`src/rtl/cluster_rate_monitor.sv`:
```
// cluster_rate_monitor
// Sequencer and supervisor for the cluster counter pipeline. After a start it
// waits PIPE_LATENCY clocks so that the counter pipeline can flush. It then
// accumulates the sum, the maximum and the number of overflow cycles of cnt_i
// over a programmable window, and publishes the results with a one-cycle done
// pulse. A hysteretic throttle flag is re-evaluated at every publish.
//
// Ports:
//   clock, reset           fabric clock, synchronous active-high reset
//   cnt_i, overflow_i      per-clock count and overflow flag from the counter
//   start_i, abort_i       begin a measurement / cancel without publishing
//   continuous_i           repeat windows back-to-back
//   window_len_i           window length in clocks (0 is treated as 1)
//   thresh_hi_i/lo_i       throttle set / clear thresholds
//   busy_o, done_o         measurement in progress / results published
//   sum_o, max_o, ovf_cnt_o  published window results
//   throttle_o             hysteretic throttle flag

module cluster_rate_monitor #(
  parameter int unsigned PIPE_LATENCY = 10,
  parameter int unsigned SUM_WIDTH    = 27,
  parameter int unsigned OVF_WIDTH    = 16
) (
  input  logic                 clock,
  input  logic                 reset,
  input  logic [10:0]          cnt_i,
  input  logic                 overflow_i,
  input  logic                 start_i,
  input  logic                 abort_i,
  input  logic                 continuous_i,
  input  logic [15:0]          window_len_i,
  input  logic [SUM_WIDTH-1:0] thresh_hi_i,
  input  logic [SUM_WIDTH-1:0] thresh_lo_i,
  output logic                 busy_o,
  output logic                 done_o,
  output logic [SUM_WIDTH-1:0] sum_o,
  output logic [10:0]          max_o,
  output logic [OVF_WIDTH-1:0] ovf_cnt_o,
  output logic                 throttle_o
);

  // Wide enough to hold PIPE_LATENCY, including the degenerate value 0.
  localparam int unsigned FlushW = $clog2(PIPE_LATENCY + 2);

  typedef enum logic [1:0] {StIdle, StFlush, StAccum} state_e;

  state_e               state_q;
  logic [FlushW-1:0]    flush_q;
  logic [15:0]          rem_q;    // samples left in the current window
  logic                 first_q;  // next ACCUM sample loads instead of adding
  logic [SUM_WIDTH-1:0] sum_q;
  logic [10:0]          max_q;
  logic [OVF_WIDTH-1:0] ovf_q;

  logic [SUM_WIDTH-1:0] sum_next;
  logic [10:0]          max_next;
  logic [OVF_WIDTH-1:0] ovf_next;
  logic [15:0]          len_eff;
  logic                 last_sample;

  always_comb begin
    sum_next = first_q ? {{(SUM_WIDTH-11){1'b0}}, cnt_i}
                       : sum_q + {{(SUM_WIDTH-11){1'b0}}, cnt_i};
    max_next = (first_q || (cnt_i > max_q)) ? cnt_i : max_q;
    if (first_q) begin
      ovf_next = {{(OVF_WIDTH-1){1'b0}}, overflow_i};
    end else if (overflow_i && !(&ovf_q)) begin
      ovf_next = ovf_q + OVF_WIDTH'(1);
    end else begin
      ovf_next = ovf_q;
    end
    len_eff     = (window_len_i == 16'd0) ? 16'd1 : window_len_i;
    last_sample = (rem_q == 16'd1);
  end

  always_ff @(posedge clock) begin
    if (reset) begin
      state_q    <= StIdle;
      flush_q    <= '0;
      rem_q      <= '0;
      first_q    <= 1'b1;
      sum_q      <= '0;
      max_q      <= '0;
      ovf_q      <= '0;
      busy_o     <= 1'b0;
      done_o     <= 1'b0;
      sum_o      <= '0;
      max_o      <= '0;
      ovf_cnt_o  <= '0;
      throttle_o <= 1'b0;
    end else begin
      done_o <= 1'b0;
      if (abort_i) begin
        // Published results and the throttle flag are left untouched.
        state_q <= StIdle;
        busy_o  <= 1'b0;
        flush_q <= '0;
        rem_q   <= '0;
        first_q <= 1'b1;
        sum_q   <= '0;
        max_q   <= '0;
        ovf_q   <= '0;
      end else begin
        case (state_q)
          StIdle: begin
            if (start_i) begin
              rem_q   <= len_eff;
              first_q <= 1'b1;
              busy_o  <= 1'b1;
              if (PIPE_LATENCY == 0) begin
                state_q <= StAccum;
              end else begin
                flush_q <= FlushW'(PIPE_LATENCY);
                state_q <= StFlush;
              end
            end
          end
          StFlush: begin
            flush_q <= flush_q - FlushW'(1);
            if (flush_q == FlushW'(1)) state_q <= StAccum;
          end
          StAccum: begin
            sum_q   <= sum_next;
            max_q   <= max_next;
            ovf_q   <= ovf_next;
            first_q <= 1'b0;
            rem_q   <= rem_q - 16'd1;
            if (last_sample) begin
              sum_o     <= sum_next;
              max_o     <= max_next;
              ovf_cnt_o <= ovf_next;
              done_o    <= 1'b1;
              // Set is checked first so it wins when thresh_lo_i > thresh_hi_i.
              if (sum_next > thresh_hi_i) begin
                throttle_o <= 1'b1;
              end else if (sum_next < thresh_lo_i) begin
                throttle_o <= 1'b0;
              end
              first_q <= 1'b1;
              if (continuous_i) begin
                rem_q <= len_eff;
              end else begin
                state_q <= StIdle;
                busy_o  <= 1'b0;
              end
            end
          end
          default: begin
            state_q <= StIdle;
            busy_o  <= 1'b0;
          end
        endcase
      end
    end
  end

endmodule

```
`config.mk`:
```
export PLATFORM = sky130hd
export DESIGN_NAME = cluster_rate_monitor
export DESIGN_NICKNAME = d
export VERILOG_FILES = /design/src/rtl/cluster_rate_monitor.sv
export SDC_FILE = /design/constraint.sdc
export NUM_CORES = 1
export LEC_CHECK = 0
export ABC_AREA = 0
export CORE_ASPECT_RATIO = 1.1
export CORE_UTILIZATION = 35
export CTS_CLUSTER_DIAMETER = 30
export DETAILED_ROUTE_END_ITERATION = 10
export PLACE_DENSITY = 0.57
export SETUP_SLACK_MARGIN = 0.15
export SYNTH_ARGS = -nofsm -noshare
export SYNTH_HDL_FRONTEND = slang
export SYNTH_SLANG_ARGS = --single-unit
```
`constraint.sdc`:
```
create_clock -name clock -period 10 [get_ports clock]
set_input_delay 2.5 -clock clock [delete_from_list [all_inputs] [get_ports clock]]
set_output_delay 2.5 -clock clock [all_outputs]
set_load 0.01 [all_outputs]
```
# Word-level counts from Yosys, hierarchy flattened
# Cells that the tools add are included.
[classes] add_sub_neg=4 n_lt_le_gt_ge=3 eq_ne=8 mux=24 bitwise_logic=3 n_reduce_logical=17
[op_table] cell="16-bit two-way mux" count=6
[op_table] cell="16-bit one-hot mux with 2 select lines" count=1
[op_table] cell="27-bit by 11-bit adder with 27-bit output" count=1
[op_table] cell="27-bit greater-than comparator" count=1
[op_table] cell="27-bit less-than comparator" count=1
[op_table] cell="27-bit two-way mux" count=1
[op_table] cell="16-bit by 1-bit adder with 16-bit output, second input constant" count=1
[op_table] cell="16-bit by 1-bit == test with 1-bit output, second input constant" count=1
[op_table] cell="16-bit logical NOT" count=1
[op_table] cell="16-bit AND reduction" count=1
[op_table] cell="16-bit by 1-bit subtractor with 16-bit output, second input constant" count=1
[op_table] cell="4-bit AND reduction" count=3
[op_table] cell="11-bit greater-than comparator" count=1
[op_table] cell="11-bit two-way mux" count=1
[op_table] cell="2-bit two-way mux" count=4
[op_table] cell="2-bit inequality test, second input constant" count=4
[op_table] cell="4-bit one-hot mux with 2 select lines" count=1
[op_table] cell="1-bit two-way mux" count=6
[op_table] cell="2-bit one-hot mux with 3 select lines" count=1
[op_table] cell="2-bit nonzero test" count=3
[op_table] cell="4-bit by 1-bit == test with 1-bit output, second input constant" count=1
[op_table] cell="4-bit two-way mux" count=1
[op_table] cell="2-bit AND reduction" count=2
[op_table] cell="4-bit by 1-bit subtractor with 4-bit output, second input constant" count=1
[op_table] cell="other kinds (12)" count=14
[word_totals] register_bits=134 in_bits=87 output_inout_bits=57 elab_cells=72

# Longest topological paths before layout
# Gate-level depths: netlist (run 1).
[depth] depth_word=5 mapped_depth=16 mapped_depth_nobuf=15

# Worst setup path before layout (run 1)
# No wires, ideal clock.
[synth_path] path_kind="input to register" start="input cnt_i[0]" end="register throttle_o" setup_ps=135 arrival_time_ps=5462 required_time_ps=9865 setup_slack_ps=4403 stages=16 n_path_buf=1 cell_sequence="ha_1 fa_1 a211oi_2 o21ai_1 a211oi_2 buf_4 nor3_1 xnor2_1 nor2_1 ha_1 a211oi_1 o21ai_0 o211ai_1 a21oi_1 o311ai_0 o21ai_0"
[synth_between] elab_chain_cells=5 elab_cells_between_ends=7 cone_classes="add/sub (1); order compare (2); mux (2); reduce/logical (2)"
[synth_rtl] item="start, declared" line="26" source="input logic [10:0] cnt_i,"
[synth_rtl] item="27-bit by 11-bit adder with 27-bit output (*)" line="63" source=": sum_q + {{(SUM_WIDTH-11){1'b0}}, cnt_i};"
[synth_rtl] item="27-bit two-way mux (*)" line="62" source="sum_next = first_q ? {{(SUM_WIDTH-11){1'b0}}, cnt_i}"
[synth_rtl] item="net sum_next[20]" line="55" source="logic [SUM_WIDTH-1:0] sum_next;"
[synth_rtl] item="27-bit greater-than comparator / 27-bit less-than comparator (equally long branches)" line="134, 136"
[synth_rtl] item="2-bit nonzero test (no line)"
[synth_rtl] item="4-bit AND reduction (no line)"
[synth_rtl] item="end signal, assigned" line="90" source="throttle_o <= 1'b0;"
[synth_rtl] item="end signal, assigned" line="135" source="throttle_o <= 1'b1;"
[synth_rtl] item="end signal, assigned" line="137" source="throttle_o <= 1'b0;"
[synth_rtl] item="end, declared" line="39" source="output logic throttle_o"
# The timed path passes the listed nets; every way through them passes the cells marked *.
# A chain may end at the register's enable or synchronous reset.

# Worst setup path in the final report (run 1)
# Same ends and word-level chain as after synthesis.

==> results of run 1 <==
==> power by group <==
part           total (W)  internal, W  switching (W)
Clock           0.000644     0.000373       0.000271
Combinational   0.000134    0.0000627      0.0000712
Sequential      0.000542     0.000537     0.00000463
==> cells in the mapped netlist (7+ instances only) <==
library cell / n
nor2_1: 97
xor2_1: 10
nand3_1: 39
a21o_1: 14
o21ai_2: 13
nor3_1: 24
a31oi_1: 12
o21ai_1: 16
inv_1: 81
ha_1: 80
or3_1: 9
a211oi_1: 25
a221o_1: 8
nor4_1: 15
buf_2: 14
xnor2_1: 26
o21ai_0: 69
clkbuf_1: 40
nand2_1: 98
o211ai_1: 9
nand4_1: 27
mux2i_1: 10
o31ai_1: 17
a21oi_1: 84
a311oi_1: 11
dfxtp_1: 134
nor4b_1: 7
==> stage by stage <==
stage	power, W	area, um2
2_1_floorplan	0.000624	8800
3_3_place_gp	0.000686	10400
3_5_place_dp	0.000688	10400
4_1_cts	0.00133	11000
5_1_grt	0.00137	11000
6_report	0.00132	11000
==> kinds of logic (layout without fill, tap and decap cells) <==
| logic type | count (synthesis) | after routing | share of synthesized area (%) |
|---|---|---|---|
| AOI/OAI and AO/OA | 323 | 323 | 24.3 |
| muxes | 16 | 16 | 1.91 |
| DFF | 134 | 134 | 30.5 |
| buffers and inverters | 145 | 270 | 6.78 |
| xor gates and xnor gates | 36 | 36 | 3.58 |
| and+or+nand+nor | 365 | 365 | 21.3 |
| adders and majority gates | 81 | 81 | 11.6 |
==> flip-flops by register name (all words and copies together), names as in the netlist <==
register,flops
max_o,11
throttle_o,1
first_q,1
ovf_q,16
max_q,11
done_o,1
flush_q,4
sum_q,27
ovf_cnt_o,16
sum_o,27
rem_q,16
busy_o,1
state_q,2
==> layer usage <==
layer | wire [um] | up-vias
li1 | - | 4245
met1 | 11800 | 3941
met2 | 12200 | 153
met3 | 736 | 30
met4 | 527 | 0
met5 | 0 | -
==> cell type report <==
cell class	instances	area [um2]
Fill cell	2476	13500
Inverter	82	308
Clock inverter	15	170
Tap cell	310	388
Clock buffer	17	425
Timing Repair Buffer	156	1530
Sequential cell	134	2680
Multi-Input combinational cell	821	5530
==> worst register-to-register path, cell delays in order (launching register included) <==
cell      delay [ps]
dfxtp_1          320
ha_1             220
fa_1             450
a211oi_2         320
o21ai_1          150
a211oi_2         770
nor2_1           190
xnor2_1          270
nor2_1           110
ha_1             330
nand2_1           90
nor3_1            80
a221oi_1         260
a211oi_1         120
o311ai_0         370
o21ai_0          150
==> worst paths after layout <==
kind                                start    endpoint  slack (ps)  cells after the start
worst min-delay path            sum_o[13]   sum_o[13]         440                      2
worst max-delay path             cnt_i[0]  throttle_o        3380                     16
worst min register to register  sum_o[13]   sum_o[13]         440                      2
worst max register to register   sum_q[0]  throttle_o        5680                     15
==> placed cells by master, fill, tap and decap left out, types with 5 or more instances in the layout <==
master / instances
clkdlybuf4s50_1: 143
dfxtp_1: 133
nand2_1: 98
nor2_1: 94
a21oi_1: 84
inv_1: 81
ha_1: 80
o21ai_0: 69
nand3_1: 39
nand4_1: 27
xnor2_1: 26
a211oi_1: 25
nor3_1: 24
o31ai_1: 17
clkbuf_16: 17
o21ai_1: 16
nor4_1: 15
a21o_1: 14
o21ai_2: 13
buf_4: 13
a31oi_1: 12
a311oi_1: 11
mux2i_1: 10
xor2_1: 10
o211ai_1: 9
or3_1: 9
a221o_1: 8
nor4b_1: 7
and3_1: 6
mux2_2: 5
o311ai_0: 5
a22o_1: 5
clkinvlp_4: 5
inv_6: 5
==> results by group, run 1 <==
Clock network
  – CTS Buf Count: 17
  – Sink Count: approximately 130
  – Clock buffer depth: 2
  – Post-cts hold buffer count: 0
  – Post-CTS Setup Repair Bufs: 0
  – CTS root buf: clkbuf_16
  – TritonCTS clock tree: done
  – # H-tree levels: 4
  – CTS-repair resized insts: 0
  – Clock latency on the worst-skew pair: around 430 ps
  – Clock transition at path regs: about 60 ps

Yosys
  – Main flop type after synthesis: dfxtp_1
  – Library cells used by synthesis: 79
  – Post-Syn Nets: approximately 1300
  – Number of flops mapped to enable cells by yosys: 0
  – Sequential cell area fraction in the yosys report: 30.5%
  – Synth Cell Area: a little under 9000 um2
  – Ys async rst share: 0%
  – Synth area leaders: dfxtp_1 30%, ha_1 11%, a21oi_1 4.8%, nand2_1 4.2%, nor2_1 4.1%
  – Syn avg cell area: about 8.0 um2
  – YS warnings: 0
  – Synth area leader: dfxtp_1
  – Syn Inst Count: between 1000 and 1500
  – FF+latch count, synth: approximately 130
  – Share of Yosys cell area claimed by the top area cell type: 30.5%

Worst setup path
  – WS Path Type: in -> reg
  – Crit-path leading delay family: compound AO/OA/AOI/OAI gates
  – CP max-delay cell: a211oi_2
  – Startpoint Class: input port
  – Crit-path cells: clkdlybuf4s50_1, ha_1, fa_1, a211oi_2, o21ai_1, a211oi_2, nor2_1, xnor2_1, nor2_1, ha_1, nand2_1, nor3_1, a221oi_1, a211oi_1, o311ai_0, o21ai_0
  – Buf/Inv on CP: 1
  – Slowest Stage Delay on Critical Path: 770 ps
  – CP Data Required Time: 10290 ps
  – Arr. time, crit path: just under 7000 ps
  – Worst setup EP type: register
  – CP max FO: 11

Global routing
  – Initial antenna violation count: 0
  – Global routing usage on met1: 25.4%
  – Grt peak-use layer: met2
  – Total grt overflow: 0
  – Total Routing Usage GR: between 20% and 30%
  – Vias in the first global route: 8249
  – First-pass GRT wire length: roughly 42000 um
  – Met3 usage: 3.06%
  – GR Layer Usage met2: 35.1%
  – Pin count of the biggest net entering global routing: approximately 70

STA
  – Final setup vio count: 0
  – Final Cycle Share: 66.2%
  – Worst clock skew: slightly above 9 ps
  – RSZ-0062 raised after global routing: false
  – Tmin final: 6620 ps
  – Final Worst Setup Slack: roughly 3400 ps
  – WHS: 444 ps
  – Actual transition at the worst max-transition pin: between 1000 and 1500 ps
  – Setup tns final: 0 ps
  – Max Fclk: ~150 MHz
  – Fin. Hold Viols: 0
  – Slew headroom: 30.7%
  – Final Max Slew Viols: 0

Die
  – Initial core utilization: 35.8%
  – Num rows: 60
  – Core area: 24500 um2
  – Top Ports: 144
  – Total die area: between 20000 and 30000 um2
  – Die width: between 150 and 200 um
  – Die Y-Extent: 168 um

Final layout
  – Layout cells sized above 1: 7.84%
  – Nets: 1380
  – Area delta synth->final: 25.4%
  – # diodes: 0
  – Finished Core Util: about 45%
  – Post-route insts no fill: 1535

Placement
  – Placement Setup Slack: 2960 ps
  – RePlAce Congestion: ~0.83
  – PortBufs: approximately 140
  – Dpl cells: ~1500
  – HPWL after DPL: around 18000 um

Routing
  – DRT iter0 DRCs: just over 500
  – DR pass1 iterations: 7
  – Routed WL per cell: 16.5 um
  – Routed vias: between 8000 and 9000
  – Detail Route Antenna Nets: 0
  – Drt total wl: between 20000 and 30000 um
  – DRC: 0
  – Via density: 5.45

Min path
  – Worst hold path class: reg -> reg

Power
  – Worst VDD drop: 0.000102 V
  – Pwr Density: about 120 nW/um2
  – Leak: between 4 and 5 nW

Outcome
  – Outcome: finished, final reports clean

Flow run
  – Max_cap viols: 0
Power figures use the tool's default switching activity.
==> run 2, diff against run 1 <==
--- a/config.mk
+++ b/config.mk
@@ -10,7 +10,7 @@
 export CORE_UTILIZATION = 35
 export CTS_CLUSTER_DIAMETER = 30
 export DETAILED_ROUTE_END_ITERATION = 10
-export PLACE_DENSITY = 0.57
+export PLACE_DENSITY = 0.59
 export SETUP_SLACK_MARGIN = 0.15
 export SYNTH_ARGS = -nofsm -noshare
 export SYNTH_HDL_FRONTEND = slang
==> constraint.sdc (replaced) <==
create_clock -name clock -period 5.8 [get_ports clock]
set_input_delay 1.45 -clock clock [delete_from_list [all_inputs] [get_ports clock]]
set_output_delay 1.45 -clock clock [all_outputs]
set_load 0.01 [all_outputs]
==> run 2 against run 1 <==
Core utilization up 0.75 points. Critical path depth rose by 1. Combinational power increased by 79%. Flip-flop and latch count unchanged. Via count increased by 0.54%. Largest power group unchanged. Sequential share of layout area fell by 0.40 points. Clock power increased by 94%. Die area unchanged.
==> results by group, run 2 (same netlist as run 1, synthesis figures left out) <==
STA
  – RSZ-0062 raised after global routing: false
  – WHS: 448 ps (+4.02 ps)
  – Setup tns final: 0 ps (unchanged)
  – Actual transition at the worst max-transition pin: 1210 ps (+174 ps)
  – Final Cycle Share: ~87%
  – Final Max Slew Viols: 0 (unchanged)
  – Final setup vio count: 0 (unchanged)
  – Tmin final: roughly 5100 ps
  – Worst clock skew: 12.8 ps (+3.48 ps)
  – Slew headroom: 19.4% (-11 points)
  – Fin. Hold Viols: 0 (unchanged)
  – Max Fclk: ~200 MHz

Routing
  – DR pass1 iterations: 5 (-2)
  – Detail Route Antenna Nets: 0 (unchanged)
  – DRT iter0 DRCs: 492 (-3.5%)
  – Routed WL per cell: 16.6 um (+0.86%)
  – Routed vias: 8414 (+0.54%)
  – Via density: 5.43 (-0.37%)
  – DRC: 0 (unchanged)
  – Drt total wl: 25800 um (+1.8%)

Worst setup path
  – Worst setup EP type: register
  – WS Path Type: in -> reg
  – CP max FO: 11 (unchanged)
  – Arr. time, crit path: 5350 ps (-1560 ps)
  – Reg-to-Reg End: throttle_o
  – Startpoint Class: input port
  – CP Data Required Time: 6090 ps (-4200 ps)
  – Depth of the most critical reg-to-reg path: 16 (+1)
  – Worst R2R Start: sum_q[0]
  – Worst reg2reg setup slack: 1930 ps (-3750 ps)

Global routing
  – Initial antenna violation count: 0 (unchanged)
  – Pin count of the biggest net entering global routing: 60 (-12%)
  – Vias in the first global route: 8259 (+0.12%)
  – Total Routing Usage GR: 20.5% (+0.23 points)
  – First-pass GRT wire length: 42200 um (+0.46%)
  – Total grt overflow: 0 (unchanged)

Final layout
  – Multi-input logic area: 5530 um2 (about the same)
  – Post-route insts no fill: 1549 (+0.91%)
  – # diodes: 0 (unchanged)
  – Most frequent cells in the layout: 143 x clkdlybuf4s50_1, 133 x dfxtp_1, 98 x nand2_1, 95 x nor2_1, 84 x a21oi_1
  – Layout cells sized above 1: 8.80% (+0.96 points)
  – Finished Core Util: 45.7% (+0.75 points)
  – Area delta synth->final: 27.5%
  – Nets: 1394 (+1.0%)
  – Register area: 2680 um2 (unchanged)
  – Regs by FF count: sum_o: 27 flops, sum_q: 27 flops
  – Layout fillers: 2436 (-1.6%)
  – Leading cell type in the layout, fill and taps excluded: clkdlybuf4s50_1
  – Post-route design area: 11200 um2 (+1.7%)

Die
  – Initial core utilization: 35.8% (unchanged)
  – Die Y-Extent: 168 um (unchanged)
  – Total die area: 25800 um2 (unchanged)
  – Top Ports: 144 (unchanged)
  – Core area: 24500 um2 (unchanged)
  – Num rows: 60 (unchanged)
  – Die width: 153 um (unchanged)

Clock network
  – TritonCTS clock tree: done
  – # H-tree levels: 4 (unchanged)
  – Sink Count: 134 (unchanged)
  – CTS-repair resized insts: 0 (unchanged)
  – Clock latency on the worst-skew pair: 430 ps (about the same)
  – CTS Buf Count: 17 (unchanged)
  – Clock transition at path regs: 60 ps (about the same)
  – Post-cts hold buffer count: 0 (unchanged)
  – Post-CTS Setup Repair Bufs: 0 (unchanged)
  – Clock buffer depth: 2 (unchanged)
  – CTS root buf: clkbuf_16

Power
  – Pwr Density: 216 nW/um2 (+80%)
  – Switch share: 24.2% (-2.0 points)
  – Internal power: 0.00183 W (+89%)
  – Comb power frac: 9.9% (-0.2 points)
  – Clk pwr share: 51.5% (+2.7 points)
  – Sw Pwr: 0.000587 W (+69%)
  – Seq pwr share: 38.6% (-2.5 points)
  – Worst VDD drop: 0.000189 V (+85%)
  – Leak: 4.17 nW (+3.0%)

Placement
  – RePlAce Congestion: 0.872 (+4.5%)
  – Dpl cells: 1517 (+0.93%)
  – HPWL after DPL: 18900 um (+2.4%)
  – Placed cell areas: 10500 um2 (+1.0%)
  – PortBufs: 143 (unchanged)

Flow run
  – Max_cap viols: 0 (unchanged)

Min path
  – Cells on Worst Hold Path: 2 (unchanged)
  – Worst Hold End: ovf_cnt_o[14]
  – Min-delay src: ovf_cnt_o[14]
  – Worst hold path class: reg -> reg

Outcome
  – Outcome: finished, final reports clean
## run 2: cell count changes in the layout (fill, tap and decap cells not counted), sizes merged
| cell | change |
|---|---|
| buf | +14 |
| clkbuf | +2 |
| bufinv | +3 |
| clkinvlp | -3 |
| inv | -2 |
## run 2: power by group through the flow
| stage | clock, W | sequential (W) | combinational, W |
|---|---|---|---|
| 2_1_floorplan | 0 | 0.000953 | 0.000123 |
| 3_3_place_gp | 0 | 0.000955 | 0.000238 |
| 3_5_place_dp | 0 | 0.000955 | 0.000239 |
| 4_1_cts | 0.00127 | 0.000934 | 0.000241 |
| 5_1_grt | 0.00131 | 0.000935 | 0.000268 |
| 6_report | 0.00125 | 0.000934 | 0.000240 |
## run 2: how the worst max path moves through the flow
| stage | from | to | slack, ps | depth (start not counted) |
|---|---|---|---|---|
| floorplan | cnt_i[0] | throttle_o | 1250 | 16 |
| global placement | cnt_i[0] | throttle_o | 430 | 17 |
| detailed placement | cnt_i[0] | throttle_o | 310 | 17 |
| CTS | cnt_i[0] | throttle_o | 760 | 17 |
| global route | cnt_i[0] | throttle_o | 390 | 17 |
| finish | cnt_i[0] | throttle_o | 740 | 17 |
## run 2: per-layer routing
metal	GRT usage, %	wire (um)	vias up	part of all wire, %
li1	-	-	4274	-
met1	25.9	12000	3898	46
met2	34.3	12100	203	47
met3	4.22	1070	39	4.2
met4	7.69	663	0	2.6
met5	0	0	-	0
## run 2: critical path: stages
cell	delay (ps)
clkdlybuf4s50_1	450
ha_1	260
fa_1	450
a211oi_2	330
o21ai_1	160
a211oi_2	200
buf_4	230
nor4b_1	110
xnor2_1	260
nor2_1	110
ha_1	330
nand3_1	110
nor3_1	80
a221oi_1	260
a211oi_1	110
o311ai_0	320
o21ai_0	140
## run 2: final cells by class
class | count | area share [%]
multi-input cells | 821 | 49.3
inverters | 82 | 2.74
clock inverters | 13 | 1.94
clock buffers | 19 | 4.04
flip-flops and latches | 134 | 23.9
well taps | 310 | 3.46
repair buffers | 170 | 14.6
## run 2: metrics by stage
step	power, W	setup slack (ps)
2_1_floorplan	0.00108	1250
3_5_place_dp	0.00119	314
4_1_cts	0.00245	757
3_3_place_gp	0.00119	429
5_1_grt	0.00252	385
6_report	0.00242	744
==> run 3, diff against run 2 <==
--- a/config.mk
+++ b/config.mk
@@ -10,7 +10,7 @@
 export CORE_UTILIZATION = 35
 export CTS_CLUSTER_DIAMETER = 30
 export DETAILED_ROUTE_END_ITERATION = 10
-export PLACE_DENSITY = 0.59
+export PLACE_DENSITY = 0.57
 export SETUP_SLACK_MARGIN = 0.15
 export SYNTH_ARGS = -nofsm -noshare
 export SYNTH_HDL_FRONTEND = slang
==> constraint.sdc (replaced) <==
create_clock -name clock -period 4.8 [get_ports clock]
set_input_delay 1.2 -clock clock [delete_from_list [all_inputs] [get_ports clock]]
set_output_delay 1.2 -clock clock [all_outputs]
set_load 0.01 [all_outputs]
==> run 3 against run 2 <==
Sequential share of layout area shrank 1.3 points. Wire length grew 4.2%. Core utilization grew 2.6 points. Die area is the same. First-iteration DRC count grew 12%. Combinational power grew 30%. Final cell count grew 5.1%. Clock power grew 18%. Design area grew 5.8%. Via count grew 3.7%.
==> results by group, run 3 (same netlist as run 1, synthesis figures left out) <==
Outcome
  – Outcome: finished, final reports clean

Final layout
  – Register area: 2680 um2 (unchanged)
  – Leading cell type in the layout, fill and taps excluded: clkdlybuf4s50_1
  – Multi-input logic area: 5590 um2 (+1.1%)
  – # diodes: 0 (unchanged)
  – Layout cells sized above 1: 14.9% (+6.1 points)
  – Area delta synth->final: 34.8%
  – Most frequent cells in the layout: 142 x clkdlybuf4s50_1, 133 x dfxtp_1, 107 x buf_4, 98 x nand2_1, 94 x nor2_1
  – Layout fillers: 2334 (-4.2%)
  – Regs by FF count: sum_o: 27 flops, sum_q: 27 flops
  – Nets: 1474 (+5.7%)

Power
  – Internal power: 0.00222 W (+21%)
  – Clk pwr share: 50.4% (-1.1 points)
  – Leak: 4.57 nW (+9.6%)
  – Switch share: 23.7% (-0.57 points)
  – Overall power: 0.00291 W (+20%)
  – Pwr Density: 245 nW/um2 (+14%)
  – Comb power frac: 10.7% (+0.8 points)
  – Worst VDD drop: 0.000210 V (+11%)
  – Sw Pwr: 0.000688 W (+17%)
  – Seq pwr share: 38.8% (+0.2 points)

Worst setup path
  – CP Data Required Time: 5150 ps (-940 ps)
  – WS Path Type: in -> reg
  – Startpoint Class: input port
  – CP max-delay cell: clkdlybuf4s50_1
  – Crit-path cells: clkdlybuf4s50_1, ha_2, fa_2, a211oi_4, o21ai_2, a211oi_2, buf_4, buf_4, nor3_2, xnor2_1, nor2_2, buf_4, ha_1, nand4_1, nor4_1, and2_1, a211oi_1, o21ai_0
  – Most used cell, CP: buf_4
  – Crit-path leading delay family: buffers and inverters
  – Slowest Stage Delay on Critical Path: 450 ps (about the same)
  – Worst setup EP type: register
  – Buf/Inv on CP: 4 (+2)
  – Arr. time, crit path: 4810 ps (-540 ps)
  – CP max FO: 7 (-4)

Routing
  – Drt total wl: 26900 um (+4.2%)
  – Routed vias: 8726 (+3.7%)
  – DRC: 0 (unchanged)
  – Via density: 5.36 (-1.3%)
  – DRT iter0 DRCs: 552 (+12%)
  – Routed WL per cell: 16.5 um (-0.87%)
  – DR pass1 iterations: 6 (+1)
  – Detail Route Antenna Nets: 0 (unchanged)

STA
  – Final setup vio count: 0 (unchanged)
  – Worst clock skew: 8.12 ps (-4.66 ps)
  – Final Cycle Share: 93.0%
  – RSZ-0062 raised after global routing: false
  – Tmin final: about 4500 ps
  – Fin. Hold Viols: 0 (unchanged)
  – Setup tns final: 0 ps (unchanged)
  – Actual transition at the worst max-transition pin: 1150 ps (-62.1 ps)
  – Final Max Slew Viols: 0 (unchanged)
  – Max Fclk: 224 MHz
  – Slew headroom: 23.3% (+3.9 points)

Die
  – Num rows: 60 (unchanged)
  – Top Ports: 144 (unchanged)
  – Die width: 153 um (unchanged)
  – Total die area: 25800 um2 (unchanged)
  – Die Y-Extent: 168 um (unchanged)
  – Core area: 24500 um2 (unchanged)
  – Initial core utilization: 35.8% (unchanged)

Clock network
  – Clock latency on the worst-skew pair: 430 ps (about the same)
  – Clock transition at path regs: 60 ps (about the same)
  – Post-cts hold buffer count: 0 (unchanged)
  – Clock buffer depth: 2 (unchanged)
  – # H-tree levels: 4 (unchanged)
  – CTS Buf Count: 17 (unchanged)
  – CTS root buf: clkbuf_16
  – Sink Count: 134 (unchanged)
  – TritonCTS clock tree: done

Global routing
  – Pin count of the biggest net entering global routing: 60 (unchanged)
  – First-pass GRT wire length: 43900 um (+4.0%)
  – Initial antenna violation count: 0 (unchanged)
  – Total grt overflow: 0 (unchanged)
  – Vias in the first global route: 8540 (+3.4%)
  – Total Routing Usage GR: 21.4% (+0.85 points)

Placement
  – RePlAce Congestion: 0.907 (+3.9%)
  – PortBufs: 143 (unchanged)
  – HPWL after DPL: 20100 um (+6.2%)

Flow run
  – Max_cap viols: 0 (unchanged)

Min path
  – Worst hold path class: reg -> reg
-- run 3: stage by stage --
| stage | hold WS, ps | instance area (um2) | util [%] | cells | setup WS, ps |
|---|---|---|---|---|---|
| 6_report | 444 | 11900 | 48.3 | 1628 | 338 |
| 5_1_grt | 469 | 11900 | 48.3 | 1628 | 72.8 |
| 4_1_cts | 451 | 11800 | 48.0 | 1626 | 185 |
| 3_5_place_dp | 441 | 11100 | 45.3 | 1594 | -270 |
| 3_3_place_gp | 436 | 11100 | 45.3 | 1594 | -214 |
| 2_1_floorplan | 429 | 8800 | - | 1100 | 503 |
-- run 3: final cells by class --
cell class	count	share of cell area (%)
timing repair buffer	250	18.9
inverter	82	2.60
sequential	134	22.6
tap	310	3.27
multi-input combinational	821	47.1
clock buffer	19	3.82
clock inverter	12	1.68
-- run 3: routing by layer --
metal,wire length [um],vias to the layer above,GRT usage (%)
li1,-,4421,-
met1,12300,4066,26.8
met2,13000,201,36.7
met3,878,38,3.14
met4,681,0,8.52
met5,0,-,0
-- run 3: tightest hold or removal path: cells and delay by family (launching register included) --
kind | cells | cell delay (ps)
AND/OR/NAND/NOR | 1 | 50
AO/OA/AOI/OAI | 1 | 50
flip-flops | 1 | 300
-- run 3: worst paths after layout --
check / startpoint / end / slack [ps] / cells past startpoint
min: ovf_cnt_o[12] / ovf_cnt_o[12] / 440 / 2
max reg2reg: sum_q[0] / throttle_o / 1290 / 17
max: cnt_i[0] / throttle_o / 340 / 18
min reg2reg: ovf_cnt_o[12] / ovf_cnt_o[12] / 440 / 2
-- run 3: repair_timing --
item | 4_1_cts | 5_1_grt
buffers inserted | 1 | 2
endpoints found under the setup margin | 1 | 1
resized for setup | 1 | 18
pin swaps | 0 | 7
-- run 3: power by group through the flow --
| stage | combinational [W] | clock (W) | sequential, W |
|---|---|---|---|
| after global placement | 0.000303 | 0 | 0.00115 |
| after global routing | 0.000345 | 0.00155 | 0.00113 |
| after detailed placement | 0.000307 | 0 | 0.00115 |
| after floorplan | 0.000149 | 0 | 0.00115 |
| final | 0.000312 | 0.00147 | 0.00113 |
| after CTS | 0.000311 | 0.00149 | 0.00113 |
